`config.mk`:
```
export PLATFORM = sky130hd
export DESIGN_NAME = ex_wbck_arb_flat
export DESIGN_NICKNAME = d
export VERILOG_FILES = /design/src/rtl/ex_wbck_arb_if.sv /design/src/rtl/ex_wbck_arb.sv /design/src/flat_wrapper.sv
export SDC_FILE = /design/constraint.sdc
export NUM_CORES = 1
export LEC_CHECK = 0
export ABC_AREA = 1
export CAP_MARGIN = 20
export CORE_AREA = 2 2 87 89
export CTS_CLUSTER_SIZE = 14
export DETAILED_ROUTE_END_ITERATION = 6
export DIE_AREA = 0 0 89 91
export GPL_ROUTABILITY_DRIVEN = 0
export GPL_TIMING_DRIVEN = 0
export PLACE_DENSITY = 0.79
export SLEW_MARGIN = 10
export SYNTH_ARGS = -nofsm -noshare
export SYNTH_HDL_FRONTEND = slang
export SYNTH_SLANG_ARGS = --single-unit
```
`constraint.sdc`:
```
create_clock -name clk -period 2 [get_ports clk]
set_input_delay 0.4 -clock clk [delete_from_list [all_inputs] [get_ports clk]]
set_output_delay 0.4 -clock clk [all_outputs]
set_load 0.03 [all_outputs]
```
`src/rtl/ex_wbck_arb_if.sv`:
```
// ex_wbck_arb_if: bundles the writeback request side and the registered
// regfile write side of the writeback arbiter.
//   wbck_i_valid/ready : per-channel request/accept handshake (NCH bits)
//   wbck_i_wdat        : packed data, channel i at [i*XLEN +: XLEN]
//   wbck_i_rdidx       : packed index, channel i at [i*RFIDX_W +: RFIDX_W]
//   rf_wbck_o_*        : registered regfile write port (enable/data/index)
// Modports: slave = arbiter side, master = producers / regfile side.
interface ex_wbck_arb_if #(
  parameter int NCH     = 3,
  parameter int XLEN    = 32,
  parameter int RFIDX_W = 5
);
  logic [NCH-1:0]         wbck_i_valid;
  logic [NCH-1:0]         wbck_i_ready;
  logic [NCH*XLEN-1:0]    wbck_i_wdat;
  logic [NCH*RFIDX_W-1:0] wbck_i_rdidx;
  logic                   rf_wbck_o_ena;
  logic [XLEN-1:0]        rf_wbck_o_wdat;
  logic [RFIDX_W-1:0]     rf_wbck_o_rdidx;

  modport slave (
    input  wbck_i_valid, wbck_i_wdat, wbck_i_rdidx,
    output wbck_i_ready, rf_wbck_o_ena, rf_wbck_o_wdat, rf_wbck_o_rdidx
  );

  modport master (
    output wbck_i_valid, wbck_i_wdat, wbck_i_rdidx,
    input  wbck_i_ready, rf_wbck_o_ena, rf_wbck_o_wdat, rf_wbck_o_rdidx
  );
endinterface

```
`src/rtl/ex_wbck_arb.sv`:
```
// ex_wbck_arb: N-channel integer regfile writeback arbiter.
// Grants at most one valid channel per cycle (fixed priority with aging, or
// round-robin) and registers the winner onto a single regfile write port
// with one cycle of latency. Writes to x0 complete the handshake but do not
// raise the write enable.
// Ports:
//   clk   : clock, all state on the rising edge
//   rst_n : synchronous active-low reset
//   wbck  : ex_wbck_arb_if.slave (request handshake + registered write port)
module ex_wbck_arb #(
  parameter int NCH        = 3,
  parameter int XLEN       = 32,
  parameter int RFIDX_W    = 5,
  parameter int RR_MODE    = 0,
  parameter int STARVE_MAX = 8
) (
  input  logic         clk,
  input  logic         rst_n,
  ex_wbck_arb_if.slave wbck
);

  localparam int         PTR_W   = (NCH > 1) ? $clog2(NCH) : 1;
  localparam logic [3:0] AGE_LIM = 4'(STARVE_MAX);

  logic [NCH-1:0]     valid;
  logic [NCH-1:0]     grant;
  logic [NCH-1:0]     aged;
  logic               grant_any;
  logic [PTR_W-1:0]   sel;
  logic [XLEN-1:0]    ch_wdat  [NCH];
  logic [RFIDX_W-1:0] ch_rdidx [NCH];

  logic [3:0]         cnt_q [NCH];
  logic [3:0]         cnt_d [NCH];
  logic [PTR_W-1:0]   ptr_q, ptr_d;
  logic               ena_q, ena_d;
  logic [XLEN-1:0]    wdat_q, wdat_d;
  logic [RFIDX_W-1:0] rdidx_q, rdidx_d;

  assign valid = wbck.wbck_i_valid;

  // Per-channel unpacking and aging counters.
  for (genvar gi = 0; gi < NCH; gi++) begin : g_ch
    assign ch_wdat[gi]  = wbck.wbck_i_wdat[gi*XLEN +: XLEN];
    assign ch_rdidx[gi] = wbck.wbck_i_rdidx[gi*RFIDX_W +: RFIDX_W];
    assign aged[gi]     = valid[gi] && (cnt_q[gi] == AGE_LIM);

    always_comb begin
      cnt_d[gi] = '0;
      // Only a channel that asks and loses accumulates age; saturate at the limit.
      if (RR_MODE == 0 && valid[gi] && !grant[gi]) begin
        cnt_d[gi] = (cnt_q[gi] == AGE_LIM) ? AGE_LIM : cnt_q[gi] + 4'd1;
      end
    end

    always_ff @(posedge clk) begin
      if (!rst_n) cnt_q[gi] <= '0;
      else        cnt_q[gi] <= cnt_d[gi];
    end
  end

  // Grant selection: depends only on valid and registered state.
  always_comb begin
    logic [PTR_W:0]   sum;
    logic [PTR_W-1:0] idx;
    logic             aged_any;
    grant     = '0;
    grant_any = 1'b0;
    sel       = '0;
    sum       = '0;
    idx       = '0;
    aged_any  = |aged;
    if (RR_MODE != 0) begin
      // Search starts at ptr and wraps; sum is one bit wider so the wrap
      // compare cannot overflow.
      for (int off = 0; off < NCH; off++) begin
        sum = {1'b0, ptr_q} + (PTR_W+1)'(off);
        if (sum >= (PTR_W+1)'(NCH)) sum = sum - (PTR_W+1)'(NCH);
        idx = sum[PTR_W-1:0];
        if (!grant_any && valid[idx]) begin
          grant[idx] = 1'b1;
          grant_any  = 1'b1;
          sel        = idx;
        end
      end
    end else begin
      // When any valid channel is aged, only aged channels compete.
      for (int i = 0; i < NCH; i++) begin
        if (!grant_any && valid[i] && (aged[i] || !aged_any)) begin
          grant[i]  = 1'b1;
          grant_any = 1'b1;
          sel       = PTR_W'(i);
        end
      end
    end
  end

  assign wbck.wbck_i_ready = grant;

  always_comb begin
    ptr_d   = ptr_q;
    ena_d   = 1'b0;
    wdat_d  = wdat_q;
    rdidx_d = rdidx_q;
    if (RR_MODE != 0 && grant_any) begin
      ptr_d = (sel == PTR_W'(NCH-1)) ? '0 : sel + 1'b1;
    end
    if (grant_any) begin
      wdat_d  = ch_wdat[sel];
      rdidx_d = ch_rdidx[sel];
      ena_d   = (ch_rdidx[sel] != '0);
    end
  end

  always_ff @(posedge clk) begin
    if (!rst_n) begin
      ptr_q   <= '0;
      ena_q   <= 1'b0;
      wdat_q  <= '0;
      rdidx_q <= '0;
    end else begin
      ptr_q   <= ptr_d;
      ena_q   <= ena_d;
      wdat_q  <= wdat_d;
      rdidx_q <= rdidx_d;
    end
  end

  assign wbck.rf_wbck_o_ena   = ena_q;
  assign wbck.rf_wbck_o_wdat  = wdat_q;
  assign wbck.rf_wbck_o_rdidx = rdidx_q;

endmodule

```
`src/flat_wrapper.sv`:
```
// flat-port wrapper written by rule: the top's interface ports become plain ports
module ex_wbck_arb_flat 
#(
  parameter int NCH        = 3,
  parameter int XLEN       = 32,
  parameter int RFIDX_W    = 5,
  parameter int RR_MODE    = 0,
  parameter int STARVE_MAX = 8
)
  (clk, rst_n, wbck_wbck_i_valid, wbck_wbck_i_wdat, wbck_wbck_i_rdidx, wbck_wbck_i_ready, wbck_rf_wbck_o_ena, wbck_rf_wbck_o_wdat, wbck_rf_wbck_o_rdidx);
  ex_wbck_arb_if #(.NCH(NCH), .XLEN(XLEN), .RFIDX_W(RFIDX_W)) wbck_i ();
  input  logic clk;
  input  logic rst_n;
  input wire logic [$bits(wbck_i.wbck_i_valid)-1:0] wbck_wbck_i_valid;
  input wire logic [$bits(wbck_i.wbck_i_wdat)-1:0] wbck_wbck_i_wdat;
  input wire logic [$bits(wbck_i.wbck_i_rdidx)-1:0] wbck_wbck_i_rdidx;
  output wire logic [$bits(wbck_i.wbck_i_ready)-1:0] wbck_wbck_i_ready;
  output wire logic [$bits(wbck_i.rf_wbck_o_ena)-1:0] wbck_rf_wbck_o_ena;
  output wire logic [$bits(wbck_i.rf_wbck_o_wdat)-1:0] wbck_rf_wbck_o_wdat;
  output wire logic [$bits(wbck_i.rf_wbck_o_rdidx)-1:0] wbck_rf_wbck_o_rdidx;
  assign wbck_i.wbck_i_valid = wbck_wbck_i_valid;
  assign wbck_i.wbck_i_wdat = wbck_wbck_i_wdat;
  assign wbck_i.wbck_i_rdidx = wbck_wbck_i_rdidx;
  assign wbck_wbck_i_ready = wbck_i.wbck_i_ready;
  assign wbck_rf_wbck_o_ena = wbck_i.rf_wbck_o_ena;
  assign wbck_rf_wbck_o_wdat = wbck_i.rf_wbck_o_wdat;
  assign wbck_rf_wbck_o_rdidx = wbck_i.rf_wbck_o_rdidx;
  ex_wbck_arb #(.NCH(NCH), .XLEN(XLEN), .RFIDX_W(RFIDX_W), .RR_MODE(RR_MODE), .STARVE_MAX(STARVE_MAX)) u_core (.clk(clk), .rst_n(rst_n), .wbck(wbck_i));
endmodule
```
# Word-level counts from Yosys, hierarchy flattened
# Memories as Yosys holds them, arrays and structs flattened.
# Index checks and enable logic that the tools add are counted.
[totals]
ff_bits = 38
latch_bits = 0
mem_bits_rw = 12
rom_bits = 0
output_inout_bits = 41
n_memories = 1
[mem_list]
columns = ["name", "depth", "width", "read_ports", "rd_ports_with_merged_regs", "wr", "line_no", "source"]
rows = [
  ["u_core.cnt_q", 3, 4, 3, 0, 3, "ex_wbck_arb.sv:33", "logic [3:0] cnt_q [NCH];"],
]
[classes]
add_sub_neg = 3
multipliers = 0
div = 0
n_lt_le_gt_ge = 1
eq_ne = 3
shift = 0
n_mux = 24
bitwise_logic = 4
reduce_logical = 22
[ops]
columns = ["operator", "count"]
rows = [
  ["32-bit binary-select mux with 2-bit select", 1],
  ["32-bit 2-to-1 mux", 2],
  ["4-bit 2-to-1 mux", 9],
  ["4-bit by 1-bit adder with 4-bit output (second input constant)", 3],
  ["4-bit equality test (second input constant)", 3],
  ["1-bit logical AND", 11],
  ["5-bit binary-select mux with 2-bit select", 1],
  ["5-bit 2-to-1 mux", 2],
  ["1-bit 2-to-1 mux", 8],
  ["1-bit logical NOT", 5],
  ["5-bit nonzero test", 1],
  ["3-bit greater-or-equal comparator (second input constant)", 1],
  ["1-bit logical OR", 3],
  ["2-bit inverter with 3-bit output", 1],
  ["1-bit OR", 3],
  ["3-bit OR reduction", 1],
  ["2-bit 2-to-1 mux", 1],
  ["2-bit AND reduction", 1],
]

# Depth between registers and ports, before layout
# An unclocked memory read counts as a cell.
[depth]
depth_word = 21
depth_mapped = 15
depth_no_buf = 13

# Least setup slack after synthesis
# Ideal clock, no wire load.
[synth_path]
path_type = "reg2reg"
from = "memory u_core.cnt_q[1][0]"
to = "register u_core.ena_q (netlist: u_core.wbck.rf_wbck_o_ena)"
setup_time_ps = 113
t_arrival_ps = 1698
required_ps = 1887
path_slack_ps = 188
stages_incl_launch_ff = 13
n_path_buf = 0
synth_period_minus_slack_ps = 1812
cell_sequence = "dfxtp_1 inv_1 ha_1 nand4_2 inv_1 a31oi_4 nand3_2 inv_1 nand2_1 nand2_1 nand3_1 nor2_1 nor2_1"
[synth_rtl]
columns = ["item", "line_no", "source"]
rows = [
  ["start: declaration", "ex_wbck_arb.sv:33", ""],
  ["end signal: assignment", "ex_wbck_arb.sv:123", "ena_q <= ena_d;"],
  ["end: declaration", "ex_wbck_arb.sv:36", "logic ena_q, ena_d;"],
]

==> flow_summary.toml <==
[cts]
h-tree-depth = 2
cts_buffers = 5
clock_latency_ns = 0.30
clkTransAtPathRegs_ns = 0.09
cts_buffer_depth = 2
clockRootBuffer = "clkbuf_8"
cts_tree = "done"
hold_buffers = 0
cts_sinks = 50

[logic_synthesis]
yosysWarnings = 0
synth_area_leaders = "dfxtp_1 38%, nand2_1 11%, o22ai_1 7.3%"
synth.avg_cell_area_um2 = 7.08
netlist_area_um2 = 2650
synthCells = 374
syn_nets = 496
yosys.area.top_type = "dfxtp_1"
ys_ff_latch = 50
seq_area_frac_synth_pct = 37.8
synth_top_area_share_pct = 37.8
synthDistinctLibCells = 25

[global_routing]
grt_util_all_layers_pct = 22.2
grt_max_degree = 15
grt_pass1_vias = 3053
grt_pass1_wl_mm = 14.4
antenna_found_initial = 0
grt-ovfl-total = 0

[floorplan]
die_h_um = 91
num_io_pins = 157
fp.dieW_um = 89
rows = 31
start_util_pct = 37.1
die_area_um2 = 8100
core_area_um2 = 7140

[route]
vias_per_cell = 4.94
routed_wl_mm = 10.5
drt_iter0_markers = 67
ant_nets = 0
num_vias = 3306
drc = 0
dr.pass1.iters = 4
routedWlPerCell_um = 15.7

[outcome]
status = "finished, violations left"
violations = "negative setup slack"

[final_layout]
drive_gt1_share_pct = 24.9
area_growth_pct = 94.0
fillers = 580
fin_nets = 691
diodes = 0
fin_area_um2 = 5140

[power_and_ir_drop]
vdd_drop_max_mv = 0.280
p_leak_nw = 2.14
power.density_nw_per_um2 = 523

[sta]
slew_violations = 0
max_freq_mhz = 473
rsz0062_at_grt = "yes"
hold_violations = 0
slew_headroom_pct = 71.9
final-setup-viol-count = 4
fin_crit_sh_pct = 106
worst_slack_ns = -0.114
worst_pin_slew_ns = 0.421
fin_skew_ns = 0.0105
post-route-min-period_ns = 2.11

[worst_hold_path]
hold_path_class = "in -> reg"
min_from = "wbck_wbck_i_valid[2]"

[critical_path]
cp.arrival_ns = 2.32
crit_type = "reg -> reg"
cp_data_required_time_ns = 2.20
r2r-start = "u_core.cnt_q[0][2]"
crit_start = "u_core.cnt_q[0][2]"
cp-start-kind = "flop"
cp_max_fo = 5
critPathCaptureType = "flop"

[placed_design]
numPortBuffers = 156
dp_hpwl_mm = 6.69
place_area_um2 = 4330
post-place-ws_ns = -1.10

[job]
max_cap_viol_count = 0
-- repair_timing --
item / in CTS / in global routing
endpoints found under the setup margin: 41 / 47
setup buffers: 14 / 14
pin swaps: 5 / 37
gates resized for setup: 54 / 138
gates cloned: 0 / 4
-- metal layers --
metal	part of all wire [%]	vias up	GRT usage [%]
met4	1.7	0	6.47
li1	-	1630	-
met2	52	114	39.7
met3	5.6	18	3.64
met1	40	1544	26.8
met5	0	-	0
-- cells in the final DEF (no fill, tap or decap), types with 3 or more instances in the layout --
cell type / netlist / routed
a21oi_1: 35 / 24
a21oi_2: 0 / 11
buf_4: 3 / 29
buf_6: 5 / 15
buf_8: 0 / 6
clkbuf_2: 0 / 3
clkbuf_8: 0 / 6
clkdlybuf4s50_1: 0 / 150
dfxtp_1: 50 / 43
dfxtp_2: 0 / 7
ha_1: 6 / 3
ha_4: 0 / 3
inv_1: 51 / 45
inv_2: 2 / 5
nand2_1: 81 / 77
nand2_2: 2 / 4
nand3_1: 19 / 17
nand4_1: 4 / 4
nand4_4: 0 / 4
nor2_1: 16 / 15
o21ai_0: 36 / 7
o21ai_1: 3 / 4
o21ai_2: 0 / 27
o22ai_1: 31 / 29
o22ai_2: 1 / 3
xnor2_1: 3 / 3
xor2_1: 3 / 3
-- synthesized netlist by cell type --
master,number
buf_6,5
o22ai_2,1
xor2_1,3
nand3_1,19
nand4_1,4
nand2_4,1
nand2_2,2
a31oi_4,1
ha_1,6
o22ai_1,31
inv_1,51
buf_1,2
nand4_2,4
dfxtp_1,50
nor2_1,16
o21ai_1,3
buf_2,7
nand3_2,2
o21ai_0,36
a21oi_1,35
inv_2,2
nand2_1,81
clkbuf_1,6
xnor2_1,3
buf_4,3
-- per-stage QoR --
step	std cells	power [mW]	TNS, ns	hold slack (ns)	util, %
floorplan	374	1.49	0	0.430	-
global placement	629	1.91	-19.95	0.443	60.7
detailed placement	629	1.92	-21.83	0.449	60.7
CTS	651	2.56	-0.0957	0.476	64.7
global route	669	2.81	-2.22	0.469	72.0
finish	669	2.69	-0.226	0.453	72.0
-- final cells by class --
class	instances	area (um2)	share of cell area, %
buffer	23	238	4.63
clock buffer	7	86.3	1.68
clock inverter	1	5.00	0.0974
inverter	53	219	4.26
multi-input combinational	248	1600	31.1
sequential	50	1010	19.7
tap	99	124	2.41
timing repair buffer	188	1860	36.1
-- flip-flops by register name, indices dropped and copies added, names as in the netlist --
name	count
u_core.cnt_q	12
u_core.wbck.rf_wbck_o_ena	1
u_core.wbck.rf_wbck_o_rdidx	5
u_core.wbck.rf_wbck_o_wdat	32
-- final timing paths --
| kind | slack, ns | endpoint | cells past startpoint |
|---|---|---|---|
| max reg2reg | -0.11 | u_core.wbck.rf_wbck_o_ena | 15 |
| min | 0.45 | u_core.cnt_q[2][3] | 3 |
| max | -0.11 | u_core.wbck.rf_wbck_o_ena | 15 |
| min reg2reg | 0.47 | u_core.wbck.rf_wbck_o_wdat[29] | 2 |
-- logic make-up (layout without fill, tap and decap cells) --
family,count (synthesis),count (layout),synth area share (%)
compound gates,107,107,22.6
xor+xnor,6,6,1.99
simple gates,129,129,21.8
buf+inv,76,272,12.9
fa+ha+maj,6,6,2.84
flops,50,50,37.8
-- power breakdown --
part           total [mW]  internal, mW  leakage (nW)  switching (mW)
sequential           1.10          1.06         0.416          0.0353
clock               0.617         0.280        0.0482           0.336
combinational       0.972         0.509          1.68           0.462
total                2.69          1.85          2.14           0.834
-- critical path, cell delays in order, from the launching register on --
cell     delay [ns]
dfxtp_1        0.41
inv_1          0.10
nand4_4        0.14
nand3_2        0.10
nand2_2        0.08
nand2_4        0.07
buf_8          0.15
buf_4          0.13
buf_6          0.13
buf_4          0.14
nand3_1        0.06
nand3_1        0.09
nand2_1        0.10
nand3_1        0.12
nor2_2         0.13
nor2_1         0.05
No activity file was read; power rests on OpenSTA's default activity.
